File: config.mk
export PLATFORM = sky130hd
export DESIGN_NAME = float2int_conv
export DESIGN_NICKNAME = d
export VERILOG_FILES = /design/src/rtl/float2int_conv.sv
export SDC_FILE = /design/constraint.sdc
export NUM_CORES = 1
export LEC_CHECK = 0
export CELL_PAD_IN_SITES_DETAIL_PLACEMENT = 0
export CELL_PAD_IN_SITES_GLOBAL_PLACEMENT = 1
export CORE_AREA = 2 2 128 99
export DETAILED_ROUTE_END_ITERATION = 16
export DIE_AREA = 0 0 130 101
export PLACE_DENSITY = 0.83
export SETUP_SLACK_MARGIN = 0.5
export SYNTH_ARGS = -nofsm -noshare
export SYNTH_HDL_FRONTEND = slang
export SYNTH_SLANG_ARGS = --single-unit
File: constraint.sdc
create_clock -name clk -period 2.9 [get_ports clk]
set_input_delay 0.58 -clock clk [delete_from_list [all_inputs] [get_ports clk]]
set_output_delay 0.58 -clock clk [all_outputs]
set_load 0.005 [all_outputs]
File: src/rtl/float2int_conv.sv
// rtl/float2int_conv.sv - sequential float-to-int32 converter with saturation
//
// Converts a {signe, exponent, mantisse} float operand into a 32-bit signed
// integer. The magnitude is aligned one bit position per clock, so latency
// depends on the exponent: done rises k+2 edges after the accepting edge,
// where k is the shift count (0 for zero, saturation and exact cases).
//
// Optional feature macro: FLOAT2INT_ROUND_EN
//   undefined : truncation toward zero
//   defined   : round-to-nearest-even using guard/sticky bits collected
//               during right shifts
//
// Ports:
//   clk       in   clock, rising edge
//   reset_n   in   asynchronous active-low reset
//   start     in   conversion request, sampled only while idle
//   float_in  in   operand {signe, exponent[Ne], mantisse[Nm]}
//   busy      out  conversion in progress
//   done      out  one-cycle pulse, int_out/overflow valid
//   int_out   out  signed result, held until the next done
//   overflow  out  saturation flag, held with int_out

module float2int_conv #(
   parameter int Nm = 23,
   parameter int Ne = 8
) (
   input  logic           clk,
   input  logic           reset_n,
   input  logic           start,
   input  logic [Ne+Nm:0] float_in,
   output logic           busy,
   output logic           done,
   output logic [31:0]    int_out,
   output logic           overflow
);

   localparam int B    = 2**(Ne-1) - 1;
   // Magnitude register must hold both the full significand and a 32-bit result.
   localparam int MW   = (Nm + 1 > 32) ? Nm + 1 : 32;
   localparam int KMAX = (Nm + 1 > 30) ? Nm + 1 : 30;
   localparam int KW   = $clog2(KMAX + 1);
   // Unbiased exponent width: two extra bits cover the sign and the bias range.
   localparam int EW   = Ne + 2;

   localparam logic signed [EW-1:0] B_S   = EW'(B);
   localparam logic signed [EW-1:0] NM_S  = EW'(Nm);
   localparam logic signed [EW-1:0] E31_S = EW'(31);

   typedef enum logic [1:0] {
      S_IDLE,
      S_SHIFT,
      S_FINISH
   } state_t;

   state_t state_q, state_nxt;

   // Operand fields
   logic                 f_sign;
   logic [Ne-1:0]        f_exp;
   logic [Nm-1:0]        f_mant;
   logic signed [EW-1:0] f_e;

   assign f_sign = float_in[Ne+Nm];
   assign f_exp  = float_in[Ne+Nm-1:Nm];
   assign f_mant = float_in[Nm-1:0];
   assign f_e    = $signed({2'b00, f_exp}) - B_S;

   // Classification results, consumed on the accepting edge
   logic [MW-1:0] cls_mag;
   logic [KW-1:0] cls_k;
   logic          cls_left;
   logic          cls_sat;

   always_comb begin
      cls_mag  = '0;
      cls_k    = '0;
      cls_left = 1'b0;
      cls_sat  = 1'b0;
      if (f_exp == '0) begin
         // zero and denormals flush to zero
         cls_mag = '0;
      end else if (f_e > E31_S) begin
         cls_sat = 1'b1;
      end else if (f_e == E31_S) begin
         // only -2**31 itself is representable at this exponent
         if (f_sign && (f_mant == '0)) begin
            cls_mag[31] = 1'b1;
         end else begin
            cls_sat = 1'b1;
         end
      end else if (!f_e[EW-1]) begin
         cls_mag = MW'({1'b1, f_mant});
         if (f_e >= NM_S) begin
            cls_left = 1'b1;
            cls_k    = KW'(f_e - NM_S);
         end else begin
            cls_k    = KW'(NM_S - f_e);
         end
`ifdef FLOAT2INT_ROUND_EN
      end else if (&f_e) begin
         // e = -1: value in [0.5, 1), shift everything out so guard/sticky
         // decide whether it rounds up to 1
         cls_mag = MW'({1'b1, f_mant});
         cls_k   = KW'(Nm + 1);
`endif
      end
   end

   // Datapath state
   logic          sign_q;
   logic          sat_q;
   logic          left_q;
   logic [MW-1:0] mag_q;
   logic [KW-1:0] k_q;
`ifdef FLOAT2INT_ROUND_EN
   logic          guard_q;
   logic          sticky_q;
`endif

   // Control strobes
   logic load;
   logic shift_en;
   logic finish_en;

   always_ff @(posedge clk or negedge reset_n) begin
      if (!reset_n) begin
         state_q <= S_IDLE;
      end else begin
         state_q <= state_nxt;
      end
   end

   always_comb begin
      state_nxt = state_q;
      load      = 1'b0;
      shift_en  = 1'b0;
      finish_en = 1'b0;
      case (state_q)
         S_IDLE: begin
            if (start) begin
               load      = 1'b1;
               state_nxt = (cls_k == '0) ? S_FINISH : S_SHIFT;
            end
         end
         S_SHIFT: begin
            shift_en = 1'b1;
            if (k_q == KW'(1)) begin
               state_nxt = S_FINISH;
            end
         end
         S_FINISH: begin
            finish_en = 1'b1;
            state_nxt = S_IDLE;
         end
         default: begin
            state_nxt = S_IDLE;
         end
      endcase
   end

   assign busy = (state_q != S_IDLE);

   // Final magnitude with one spare bit so a rounding carry out of bit 31
   // is visible to the saturation check.
   logic [32:0] mag_r;
   logic        res_sat;
   logic [31:0] res_val;

`ifdef FLOAT2INT_ROUND_EN
   logic rnd_inc;
   assign rnd_inc = guard_q & (sticky_q | mag_q[0]);
   assign mag_r   = {1'b0, mag_q[31:0]} + 33'(rnd_inc);
`else
   assign mag_r   = {1'b0, mag_q[31:0]};
`endif

   always_comb begin
      res_sat = sat_q;
      if (sign_q) begin
         if (mag_r > 33'h0_8000_0000) begin
            res_sat = 1'b1;
         end
      end else begin
         if (mag_r > 33'h0_7FFF_FFFF) begin
            res_sat = 1'b1;
         end
      end
      if (res_sat) begin
         res_val = sign_q ? 32'h8000_0000 : 32'h7FFF_FFFF;
      end else begin
         res_val = sign_q ? (32'd0 - mag_r[31:0]) : mag_r[31:0];
      end
   end

   always_ff @(posedge clk or negedge reset_n) begin
      if (!reset_n) begin
         sign_q   <= 1'b0;
         sat_q    <= 1'b0;
         left_q   <= 1'b0;
         mag_q    <= '0;
         k_q      <= '0;
`ifdef FLOAT2INT_ROUND_EN
         guard_q  <= 1'b0;
         sticky_q <= 1'b0;
`endif
         done     <= 1'b0;
         int_out  <= '0;
         overflow <= 1'b0;
      end else begin
         done <= 1'b0;
         if (load) begin
            sign_q   <= f_sign;
            sat_q    <= cls_sat;
            left_q   <= cls_left;
            mag_q    <= cls_mag;
            k_q      <= cls_k;
`ifdef FLOAT2INT_ROUND_EN
            guard_q  <= 1'b0;
            sticky_q <= 1'b0;
`endif
         end else if (shift_en) begin
            k_q <= k_q - KW'(1);
            if (left_q) begin
               mag_q <= {mag_q[MW-2:0], 1'b0};
            end else begin
               mag_q <= {1'b0, mag_q[MW-1:1]};
`ifdef FLOAT2INT_ROUND_EN
               // previous guard bit is now an earlier shifted-out bit
               guard_q  <= mag_q[0];
               sticky_q <= sticky_q | guard_q;
`endif
            end
         end
         if (finish_en) begin
            int_out  <= res_val;
            overflow <= res_sat;
            done     <= 1'b1;
         end
      end
   end

endmodule

# Word level (Yosys, flattened, before mapping)
# Cells that the tools add are included.
# op_classes
add_sub_neg	5
order_cmp	4
eq_ne	6
mux	40
reduce_logical	8
# op_table
operator	n
32-bit 2-to-1 mux	8
24-bit 2-to-1 mux	2
5-bit 2-to-1 mux	7
32-bit by 31-bit greater-than comparator with 1-bit output (second input constant)	1
32-bit greater-than comparator (second input constant)	1
1-bit by 32-bit subtractor with 32-bit output (first input constant)	1
23-bit logical NOT	1
1-bit 2-to-1 mux	19
9-bit by 6-bit == test with 1-bit output (second input constant)	1
9-bit by 6-bit greater-or-equal comparator with 1-bit output (second input constant)	1
9-bit by 6-bit greater-than comparator with 1-bit output (second input constant)	1
8-bit by 7-bit subtractor with 9-bit output (second input constant)	1
8-bit logical NOT	1
2-bit 2-to-1 mux	3
5-bit by 1-bit == test with 1-bit output (second input constant)	1
5-bit logical NOT	1
5-bit by 1-bit subtractor with 5-bit output (second input constant)	1
5-bit subtractor (first input constant)	1
5-bit subtractor (second input constant)	1
2-bit != test (second input constant)	2
2-bit case mux with 2 select lines	1
2-bit nonzero test	2
2-bit by 1-bit == test with 1-bit output (second input constant)	1
2-bit == test (second input constant)	1
other kinds (3)	3
# totals
ff_bits	76
inputBits	35
out_inout_bits	35
elab_cells	72

# Longest topological paths before layout
# Gate-level depths: netlist of run 1.
# logic_depth
word_depth	11
ltp_mapped	12
mapped_depth_nobuf	11

# Worst setup path after synthesis of run 1
# OpenSTA, ideal clock, no wires.
# synth_timing
kind	input-to-reg
start	in float_in[24]
end	reg state_q[1]
setup_ns	0.121
t_arrival_ns	2.519
t_required_ns	2.779
setup_slack_ns	0.260
cell_stages	12
n_path_buf	1
cell_sequence	ha_1 a21bo_2 and2_1 buf_2 inv_1 ha_1 a31oi_1 a21oi_1 nor2_1 a211oi_1 nor3_1 a22o_1
# synth_via
elab_chain_len	11
word_cells_on_any_way	16
classes_between	3 x add/sub; 2 x order compare; 1 x eq/ne; 8 x mux; 2 x reduce/logical
# synth_rtl
element	line	source
start: declaration	30	input logic [Ne+Nm:0] float_in,
8-bit by 7-bit subtractor with 9-bit output	66	assign f_e = $signed({2'b00, f_exp}) - B_S;
9-bit by 6-bit greater-or-equal comparator with 1-bit output, or another cell as far along	93	if (f_e >= NM_S) begin
5-bit 2-to-1 mux	93	
5-bit 2-to-1 mux	91	end else if (!f_e[EW-1]) begin
5-bit 2-to-1 mux	84	end else if (f_e == E31_S) begin
5-bit 2-to-1 mux	82	end else if (f_e > E31_S) begin
5-bit 2-to-1 mux *	79	if (f_exp == '0) begin
5-bit logical NOT *	142	state_nxt = (cls_k == '0) ? S_FINISH : S_SHIFT;
2-bit 2-to-1 mux *	142	
2-bit 2-to-1 mux *	140	if (start) begin
2-bit case mux with 2 select lines *	138	case (state_q)
end signal: assignment	129	state_q <= state_nxt;
end: declaration	55	state_t state_q, state_nxt;
# Mark *: on every way between the ends. The rest lies on a longest branch, timed or not. The select of a mux whose other input is x is not followed.
# A chain may end at the register's enable or synchronous reset.

# Worst setup path in the final report of run 1
# layout_timing
start	reg mag_q[16]
end	reg int_out[26]
# layout_via
elab_chain_len	4
word_cells_on_any_way	8
classes_between	1 x add/sub; 2 x order compare; 5 x mux
# layout_rtl
element	line	source
start: declaration	113	logic [MW-1:0] mag_q;
start signal: assignment	215	mag_q <= cls_mag;
start signal: assignment	224	mag_q <= {mag_q[MW-2:0], 1'b0};
start signal: assignment	226	mag_q <= {1'b0, mag_q[MW-1:1]};
32-bit by 31-bit greater-than comparator with 1-bit output / 32-bit greater-than comparator (equally long branches)	184, 180	
1-bit 2-to-1 mux, on equally long branches	184, 180	
1-bit 2-to-1 mux	179	if (sign_q) begin
32-bit 2-to-1 mux *	188	if (res_sat) begin
end signal: assignment	235	int_out <= res_val;
end: declaration	33	output logic [31:0] int_out,
# Mark *: on every way between the ends. The rest lies on a longest branch, timed or not.

==> impl_results.md, run 1 <==
- Run status: finished, final reports clean
- Post-synth net total: 614
- Number of maximum-capacitance constraint violations: 0
- Post-synth top area cell: dfrtp_1
- Antenna diodes: 0
- Peak clock frequency supported by timing: 405.3 MHz
- Clock insertion delay at the later pin of the skew report: 0.34 ns
- Global placement routability congestion: 0.8761
- Initial antenna violation count: 0
- Fraction of layout cells with a size suffix above 1: 17.44%
- Global-route wire length before repair: 22540 um
- Critical Path Slowest Stage Cell: or4_4
- Number of CTS-inserted buffers: 9
- Clock tree from TritonCTS: yes
- Library cells used by synthesis: 60
- Nets@finish: 710
- Relative area change from synthesis to final layout: 35.37%
- #FFs+latches synth: 76
- Die width: 130 um
- Wire per inst: 16.73 um
- Post-layout utilization of the core: 54.32%
- Hold/Removal Path Class: primary input to asynchronous set/reset pin
- Fin crit period: 2.467 ns
- Measured slew at the worst slew-check pin: 0.7590 ns
- Iteration count of the initial detailed-routing pass: 5
- Post-Layout Inst Area: 6494 um2
- Post-synth top flop: dfrtp_1
- Yosys warnings: 0
- Average cell area after synthesis: 8.416 um2
- Placeable Area: 11960 um2
- Total leakage power: 2.653 nW
- Fin crit share: 85.08%
- Remaining number of nets flagged by the antenna check after routing: 0
- Die Area: 13130 um2
- Most frequent standard cell in the layout excluding fill and tap cells: nor2_1
- Number of vias per cell after detailed routing: 5.541
- Number of hold-slack violations in the final timing report: 0
- Family with the most delay on the worst path: simple AND/OR/NAND/NOR gates
- Sort of element at the start of the critical path: flip-flop
- Peak ir drop on the vdd network: 0.0005392 V
- Count of placed standard cells in the final layout, fillers left out: 837
- Detailed Place HPWL: 10100 um
- Yosys top cell area share: 39.65%
- Buffers & Inverters on Critical Path: 0
- Path type of the worst setup path: flip-flop to flip-flop
- Unrepaired setup endpoints after global routing: yes
- Wire length after detailed routing: 14010 um
- Instance area at placement: 5974 um2
- Required time of the worst setup path: 3.17 ns
- Most frequent cells in the layout: 80 x nor2_1, 76 x dfrtp_1, 63 x clkdlybuf4s50_1
- Total power: 6.834 mW
- Proportion of synthesized flip-flops having asynchronous set or reset: 100.0%
- Count of unresolved DRC violations after routing: 0
- List of cells traversed by the critical path: or4_4, or3_2, or2_1, o31ai_1, xnor2_1, nor2_1, o21ai_1
- Cell Pwr Density: 1052 nW/um2
- Number of clock sinks: 76
- Max-Slew Margin vs Limit: 49.40%
- Sequential share of the synthesized area: 39.65%
- Number of buffers on the longest clock path: 2
- Clock edge transition at the registers on the reported setup and hold paths: 0.06 ns
- Delay of the slowest cell on the worst path: 0.59 ns
- Aggregate global routing overflow: 0
- Layout Skew: 0.006787 ns
- Initial core utilization: 40.13%
- Total routing usage reported by global routing: 22.04%
- Via count of the routed design: 4638
- Die Y: 101 um
- Number of rows created at floorplan: 35
- Critical Path End Type: flip-flop
- CTS HTree Levels: 3
- Setup violation total in the final timing report: 0
- Clock tree root buffer cell: clkbuf_16
- Count of input and output buffers: 69
- Number of global-route vias before repair: 4242
- Initial DRC count: 320
- Number of primary I/O pins: 70
- DP Cell Count: 812
- Maximum number of pins on one net before global-route repair: 46
- Total of fill cells in the finished design: 1086
- Pins Over Slew Limit: 0
- R2R setup slack: 0.43 ns
- Largest fanout on the critical path: 4
- Synth top area cells: dfrtp_1 40%, mux2i_1 7.1%, a21oi_1 6.6%
- Cell count after synthesis: 570
- Cell area after technology mapping: 4797 um2
- Arrival time at the worst endpoint: 2.73 ns
- Post-synth EDFFs: 0
metal layers:
metal  global-route usage (%)  wire [um]  part of all wire, %  up-vias
met5                        0          0                    0        -
met4                    4.467         97                 0.69        0
met3                    4.777       1029                  7.3       14
met2                    31.41       6031                   43      166
met1                    34.10       6849                   49     2234
li1                         -          -                    -     2224
per-stage QoR:
step | hold slack, ns | setup WS, ns | setup TNS, ns
global placement | 0.4644 | -0.09743 | -1.730
floorplan | 0.2844 | 0.4594 | 0
global route | 0.3681 | 0.3641 | 0
finish | 0.3077 | 0.4326 | 0
detailed placement | 0.4620 | -0.2099 | -5.143
CTS | 0.3307 | 0.4517 | 0
synthesized netlist by cell type, types with 3 or more instances:
| cell type | number |
|---|---|
| o22ai_1 | 9 |
| nand3_1 | 14 |
| nand2_1 | 52 |
| nor3b_1 | 3 |
| o211ai_1 | 3 |
| and2_1 | 4 |
| nor4_1 | 9 |
| buf_1 | 3 |
| nor2_1 | 81 |
| a31oi_1 | 3 |
| a21oi_1 | 63 |
| nor3_1 | 9 |
| inv_1 | 11 |
| o21ai_0 | 38 |
| xor2_1 | 16 |
| mux2i_1 | 34 |
| a22o_1 | 3 |
| buf_2 | 7 |
| o22a_1 | 14 |
| nor2b_1 | 3 |
| xnor2_1 | 11 |
| clkbuf_2 | 3 |
| nand4_1 | 5 |
| o31ai_1 | 9 |
| dfrtp_1 | 76 |
| ha_1 | 9 |
| clkbuf_1 | 29 |
| nand2b_1 | 4 |
cells by family after synthesis:
| logic type | count (synthesis) | synth area share [%] |
|---|---|---|
| flip-flops | 76 | 39.65 |
| buffers and inverters | 55 | 4.642 |
| XOR/XNOR | 27 | 4.929 |
| AND/OR/NAND/NOR | 207 | 20.71 |
| adder cells (fa/ha/maj) | 9 | 2.347 |
| AO/OA/AOI/OAI | 162 | 20.63 |
| multiplexers | 34 | 7.094 |
power breakdown:
part	leakage [nW]	switching, mW	internal, mW
Combinational	1.58	1.87	1.66
Clock	0.149	0.455	0.753
Sequential	0.928	0.536	1.55
Total	2.65	2.86	3.97
registers in the layout (all words and copies together), names as in the netlist:
register / cells
done: 1
int_out: 32
k_q: 5
left_q: 1
mag_q: 32
overflow: 1
sat_q: 1
sign_q: 1
state_q: 2
area by class of cell:
cell class | count | area [um2] | area share, %
clock inverter | 6 | 88.84 | 1.368
timing repair buffer | 128 | 1157 | 17.82
inverter | 12 | 47.55 | 0.7322
sequential | 76 | 1902 | 29.29
clock buffer | 10 | 229.0 | 3.526
multi-input combinational | 439 | 2861 | 44.07
tap | 166 | 207.7 | 3.198
repair_timing:
item / CTS / global route
hold buffers: 0 / 0
pin swaps: 10 / 10
buffers inserted: 3 / 5
setup endpoints to repair: 65 / 58
resized for setup: 28 / 20
gates cloned: 0 / 1
worst paths after layout:
path,to,depth (start not counted),from
worst min register to register,int_out[30],2,int_out[30]
worst min-delay path,overflow,1,reset_n
worst max-delay path,int_out[26],7,mag_q[16]
max in group asynchronous,k_q[4],2,reset_n
min in group clk,int_out[30],2,int_out[30]
worst max register to register,int_out[26],7,mag_q[16]
Power figures use the tool's default switching activity.
==> run 2: changes to the inputs <==
- ABC_AREA: unset -> 1
- CORE_AREA: 2 2 128 99 -> 2 2 132 102
- DIE_AREA: 0 0 130 101 -> 0 0 134 104
- PLACE_DENSITY: 0.83 -> 0.84
- SLEW_MARGIN: unset -> 20
==> run 2 against run 1 <==
Critical path type is now primary input to flip-flop. Sequential share of layout area fell by 0.48 points. Utilization fell by 2.2 points. Non-clock buffer count fell by 20. Synthesized area rose by 6.3%. Power fell by 0.68%. Largest power group unchanged. Combinational power rose by 7.3%. Final cell count rose by 13%. Critical path depth rose by 9.
==> impl_results.md, run 2 <==
- Fin crit period: 2.290 ns
- Aggregate global routing overflow: 0
- Arrival time at the worst endpoint: 2.49 ns
- Most frequent standard cell in the layout excluding fill and tap cells: nand2_1
- Sequential share of the synthesized area: 37.28%
- Critical Path Slowest Stage Cell: dlygate4sd2_1
- Global placement routability congestion: 0.8716
- Post-synth top area cell: dfrtp_1
- Clock tree root buffer cell: clkbuf_16
- Post-synth EDFFs: 0
- Clock insertion delay at the later pin of the skew report: 0.33 ns
- Yosys top cell area share: 37.28%
- Critical Path Most Common Cell: nand2_1
- Worst-case hold slack: 0.4090 ns
- Die Area: 13940 um2
- Number of clock sinks: 76
- Average cell area after synthesis: 7.491 um2
- Number of CTS-inserted buffers: 9
- Maximum number of pins on one net before global-route repair: 77
- Fraction of layout cells with a size suffix above 1: 18.65%
- Relative area change from synthesis to final layout: 29.43%
- Remaining number of nets flagged by the antenna check after routing: 0
- Most frequent cells in the layout: 123 x nand2_1, 79 x o21ai_0, 76 x dfrtp_1
- Placeable Area: 12660 um2
- Initial DRC count: 352
- Layout Skew: 0.007242 ns
- Run status: finished, final reports clean
- Cell count after synthesis: 681
- Unrepaired setup endpoints after global routing: no
- Number of global-route vias before repair: 4744
- Total of fill cells in the finished design: 1215
- Critical Path End Type: flip-flop
- Fin crit share: 78.96%
- Setup violation total in the final timing report: 0
- Cell Pwr Density: 1028 nW/um2
- Post-synth net total: 725
- Post-synth top flop: dfrtp_1
- Initial antenna violation count: 0
- Measured slew at the worst slew-check pin: 0.9669 ns
- Total routing usage reported by global routing: 20.18%
- Required time of the worst setup path: 3.10 ns
- Aggregate negative setup slack: 0 ns
- CTS HTree Levels: 3
- Cell area after technology mapping: 5101 um2
- Worst flop-to-flop path startpoint: mag_q[1]
- Number of maximum-capacitance constraint violations: 0
- Cell types with the highest counts after synthesis: 129 x nand2_1, 83 x o21ai_0, 79 x nor2_1
- Global-route wire length before repair: 23000 um
- CTS Hold Bufs: 0
- Max-Slew Margin vs Limit: 35.54%
- Post-Layout Inst Area: 6603 um2
- Wire length after detailed routing: 14100 um
- Largest registers ranked by flip-flop count: int_out (32), mag_q (32), k_q (5)
- Total power: 6.787 mW
- Via count of the routed design: 4911
- Iteration count of the initial detailed-routing pass: 5
- Largest fanout on the critical path: 4
- Nets@finish: 812
- Antenna diodes: 0
- Die width: 134 um
- Clock tree from TritonCTS: yes
- Synth top area cells: dfrtp_1 37%, nand2_1 9.5%, o21ai_0 8.1%
- Peak clock frequency supported by timing: 436.7 MHz
- Most common cell in the netlist: nand2_1
- Initial core utilization: 40.30%
- Peak ir drop on the vdd network: 0.0003881 V
- #FFs+latches synth: 76
- Seq. cell area: 1902 um2
- Die Y: 104 um
- Footprint of the multi-input gates: 2915 um2
- Proportion of synthesized flip-flops having asynchronous set or reset: 100.0%
- Number of vias per cell after detailed routing: 5.208
- Cells on worst reg2reg path: 12
- R2R setup slack: 0.65 ns
- Delay of the slowest cell on the worst path: 0.26 ns
- Detailed Place HPWL: 9995 um
- List of cells traversed by the critical path: dlygate4sd2_1, ha_1, nand2_2, xor2_2, inv_2, ha_4, a31oi_4, inv_1, nor2_1, nand2_1, nand2_1, nand2_1, nand3_2, nand3_1, nor2_2, o21ai_0
- Clock edge transition at the registers on the reported setup and hold paths: 0.05 ns
- Number of rows created at floorplan: 36
- Hold/Removal Path Class: primary input to asynchronous set/reset pin
- Pins Over Slew Limit: 0
- Number of buffers on the longest clock path: 2
- Wire per inst: 14.96 um
- Reg-to-Reg End: int_out[0]
- Count of input and output buffers: 69
- Number of primary I/O pins: 70
- Sort of element at the start of the critical path: primary input
- Library cells used by synthesis: 41
- Count of unresolved DRC violations after routing: 0
- Number of hold-slack violations in the final timing report: 0
- Total leakage power: 2.850 nW
- Instance area at placement: 6067 um2
- Yosys warnings: 0
- Path type of the worst setup path: primary input to flip-flop
[run 2: cell count changes after synthesis, moves of 19 or more]
cell	change
a22oi_2	+19
nand2_1	+77
inv_1	+52
a21oi_1	-25
mux2i_1	-34
o21ai_0	+45
nand2_2	+22
[run 2: metrics by stage]
step / util, % / setup WS, ns / instances
global route: 52.16 / 0.4552 / 943
finish: 52.16 / 0.6101 / 943
CTS: 50.78 / 0.5392 / 935
global placement: 47.93 / 0.0007259 / 915
floorplan: - / 0.5579 / 681
detailed placement: 47.93 / -0.09624 / 915
[run 2: cell type report]
class / instances / area share (%)
repair buffers: 108 / 16.01
flip-flops and latches: 76 / 28.80
clock inverters: 3 / 0.2274
multi-input cells: 503 / 44.15
clock buffers: 12 / 3.582
well taps: 171 / 3.240
inverters: 70 / 3.980
[run 2: cell families after synthesis]
family	share of synthesized area, %
AOI/OAI and AO/OA	20.60
xor gates and xnor gates	5.151
adders and majority gates	2.208
buffers and inverters	8.389
DFF	37.28
and+or+nand+nor	26.37
[run 2: worst max path at each step]
stage	to	from
after floorplan	state_q[1]	float_in[24]
after global placement	state_q[0]	float_in[24]
after detailed placement	state_q[0]	float_in[24]
after CTS	int_out[31]	mag_q[1]
after global routing	left_q	float_in[25]
final	state_q[0]	float_in[25]
[run 2: where the power goes]
part	total (mW)	internal, mW	switching [mW]	leakage (nW)
clock network	0.965	0.570	0.395	0.126
logic	3.80	1.65	2.14	1.82
registers	2.03	1.58	0.452	0.903
[run 2: critical path, delay by kind of cell]
family	cells	cell delay, ns
buf+inv	3	0.40
fa+ha+maj	2	0.36
simple gates	8	0.69
xor+xnor	1	0.22
compound gates	2	0.23
[run 2: repair_timing]
| item | CTS | global route |
|---|---|---|
| hold endpoints to repair | 0 | 0 |
| pin swaps | 7 | 14 |
| buffers inserted | 4 | 7 |
| gates cloned | 1 | 1 |
| setup endpoints to repair | 32 | 64 |
| resized for setup | 17 | 36 |
[run 2: metal layers]
| metal | GRT usage (%) | part of all wire [%] | vias up |
|---|---|---|---|
| met5 | 0 | 0 | - |
| met4 | 5.091 | 1.4 | 0 |
| met3 | 3.704 | 6.4 | 17 |
| met2 | 31.79 | 45 | 175 |
| met1 | 28.64 | 47 | 2297 |
| li1 | - | - | 2422 |
==> run 3: changes to the inputs <==
- CORE_AREA: 2 2 132 102 -> 2 2 139 107
- DIE_AREA: 0 0 134 104 -> 0 0 141 109
- PLACE_DENSITY: 0.84 -> 0.81
- clock period: 2.9 -> 2 ns (I/O delays scaled with it)
==> run 3 against run 2 <==
Final cell count increased by 13%. Clock skew decreased by 0.0013 ns. Register-to-register slack got worse by 0.64 ns. Combinational power rose by 92%. Power rose by 73%. Sequential share of layout area decreased by 5.9 points. Routed wire length increased by 18%. Via count is 8.8% higher. First-iteration DRC count increased by 11%. Utilization up 6.8 points. Sequential power rose by 39%. Worst setup slack worse by 0.60 ns. Critical path type is now flip-flop to flip-flop. Highest routed layer unchanged.
==> impl_results.md, run 3 (synthesized netlist as in run 2, its figures left out) <==
- Detailed Place HPWL: 10890 um
- Total power: 11.77 mW
- Required time of the worst setup path: 2.28 ns
- Number of clock sinks: 76
- Count of input and output buffers: 69
- Global placement routability congestion: 0.8974
- Design internal power: 6.614 mW
- Number of vias per cell after detailed routing: 5.002
- Relative area change from synthesis to final layout: 63.13%
- Number of maximum-capacitance constraint violations: 0
- Critical Path End Type: flip-flop
- Initial DRC count: 390
- Max-Slew Margin vs Limit: 68.97%
- Peak ir drop on the vdd network: 0.0004901 V
- Number of primary I/O pins: 70
- Aggregate negative setup slack: 0 ns
- Arrival time at the worst endpoint: 2.26 ns
- Global-route wire length before repair: 26240 um
- Number of hold-slack violations in the final timing report: 0
- Initial core utilization: 36.12%
- Iteration count of the initial detailed-routing pass: 5
- Nets@finish: 927
- Fin crit share: 99.28%
- Initial antenna violation count: 0
- Total leakage power: 3.817 nW
- Unrepaired setup endpoints after global routing: yes
- Measured slew at the worst slew-check pin: 0.4612 ns
- Sort of element at the start of the critical path: flip-flop
- Post-Layout Inst Area: 8322 um2
- Run status: finished, final reports clean
- Fraction of layout cells with a size suffix above 1: 41.78%
- Sequential power share: 24.0%
- Path type of the worst setup path: flip-flop to flip-flop
- Combinational cell fraction of total power: 62.0%
- Peak clock frequency supported by timing: 503.7 MHz
- Layout Skew: 0.005973 ns
- Die Area: 15370 um2
- Wire length after detailed routing: 16610 um
- Largest fanout on the critical path: 5
- Clock edge transition at the registers on the reported setup and hold paths: 0.06 ns
- Antenna diodes: 0
- Total routing usage reported by global routing: 21.56%
- Most frequent standard cell in the layout excluding fill and tap cells: buf_4
- Switching power as a share of total power: 43.81%
- Pins Over Slew Limit: 0
- Placeable Area: 14120 um2
- Cell Pwr Density: 1415 nW/um2
- Number of CTS-inserted buffers: 9
- Number of global-route vias before repair: 5174
- Maximum number of pins on one net before global-route repair: 77
- Fin crit period: 1.986 ns
- Clock tree from TritonCTS: yes
- Clock tree root buffer cell: clkbuf_16
- Clock insertion delay at the later pin of the skew report: 0.35 ns
- Die width: 141 um
- Count of unresolved DRC violations after routing: 0
- Number of rows created at floorplan: 38
- Via count of the routed design: 5342
- Largest registers ranked by flip-flop count: int_out (32), mag_q (32), k_q (5)
- Setup violation total in the final timing report: 0
- Share of total power in the clock network: 14.0%
- Worst-case hold slack: 0.09288 ns
- Aggregate global routing overflow: 0
- Net switching power: 5.158 mW
- Die Y: 109 um
- Remaining number of nets flagged by the antenna check after routing: 0
- Number of buffers on the longest clock path: 2
- Hold/Removal Path Class: primary input to asynchronous set/reset pin
- Wire per inst: 15.56 um
- Most frequent cells in the layout: 115 x buf_4, 103 x nand2_1, 74 x dfrtp_1
- Instance area at placement: 6907 um2
- CTS HTree Levels: 3
-- run 3: changes by cell type in the layout (fill, tap and decap cells not counted), moves of 29 or more --
cell and change:
a21oi_1 -30, a21oi_2 +29, buf_4 +83, clkdlybuf4s50_1 -45, dlygate4sd2_1 +43, nand2_4 +30
-- run 3: critical path, stage by stage (launching register included) --
cell	delay, ns
dfrtp_1	0.44
inv_2	0.11
ha_4	0.15
nand3_2	0.07
nor2_2	0.10
nand2_1	0.08
o21ai_1	0.13
nand3_1	0.12
o31ai_4	0.12
nor2_4	0.07
nor2_4	0.12
buf_12	0.14
buf_8	0.12
o21ai_2	0.05
nand2_1	0.08
-- run 3: worst paths after layout --
path,startpoint,to,slack [ns],depth (start not counted)
worst max-delay path,mag_q[1],int_out[31],0.01,14
worst min-delay path,reset_n,int_out[29],0.09,2
worst max register to register,mag_q[1],int_out[31],0.01,14
worst min register to register,int_out[1],int_out[1],0.49,2
max in group asynchronous,reset_n,mag_q[3],1.57,2
min in group clk,int_out[1],int_out[1],0.49,2
-- run 3: metal layers --
metal	track usage (%)	wire length, um
met5	0	0
met3	2.767	516
met1	29.72	7965
met2	34.88	7824
met4	8.286	308
-- run 3: metrics by stage --
stage,cells,util [%],setup slack (ns)
CTS,1054,56.23,0.03640
finish,1068,58.93,0.01450
global placement,997,48.91,-0.7095
global route,1068,58.93,-0.1144
detailed placement,997,48.91,-0.7900
floorplan,681,-,-0.001379
-- run 3: cell type report --
type                    count  area [um2]
fillers                  1221        5799
flip-flops and latches     76        1904
inverters                  70       279.0
multi-input cells         503        3535
repair buffers            223        2077
well taps                 180       225.2
clock buffers              16       301.5
-- run 3: what timing repair did --
action | CTS | global route
endpoints found under the setup margin | 102 | 75
endpoints found under the hold margin | 0 | 0
setup buffers | 38 | 13
hold buffers | 0 | 0
cloned | 3 | 1
gates resized for setup | 184 | 68
pin swaps | 54 | 24
-- run 3: power by group through the flow --
stage	Combinational (mW)	Clock [mW]	Sequential, mW
3_5_place_dp	6.44	0	2.85
5_1_grt	8.01	1.73	2.93
6_report	7.30	1.65	2.83
2_1_floorplan	3.98	0	2.80
3_3_place_gp	6.33	0	2.81
4_1_cts	6.82	1.68	2.81
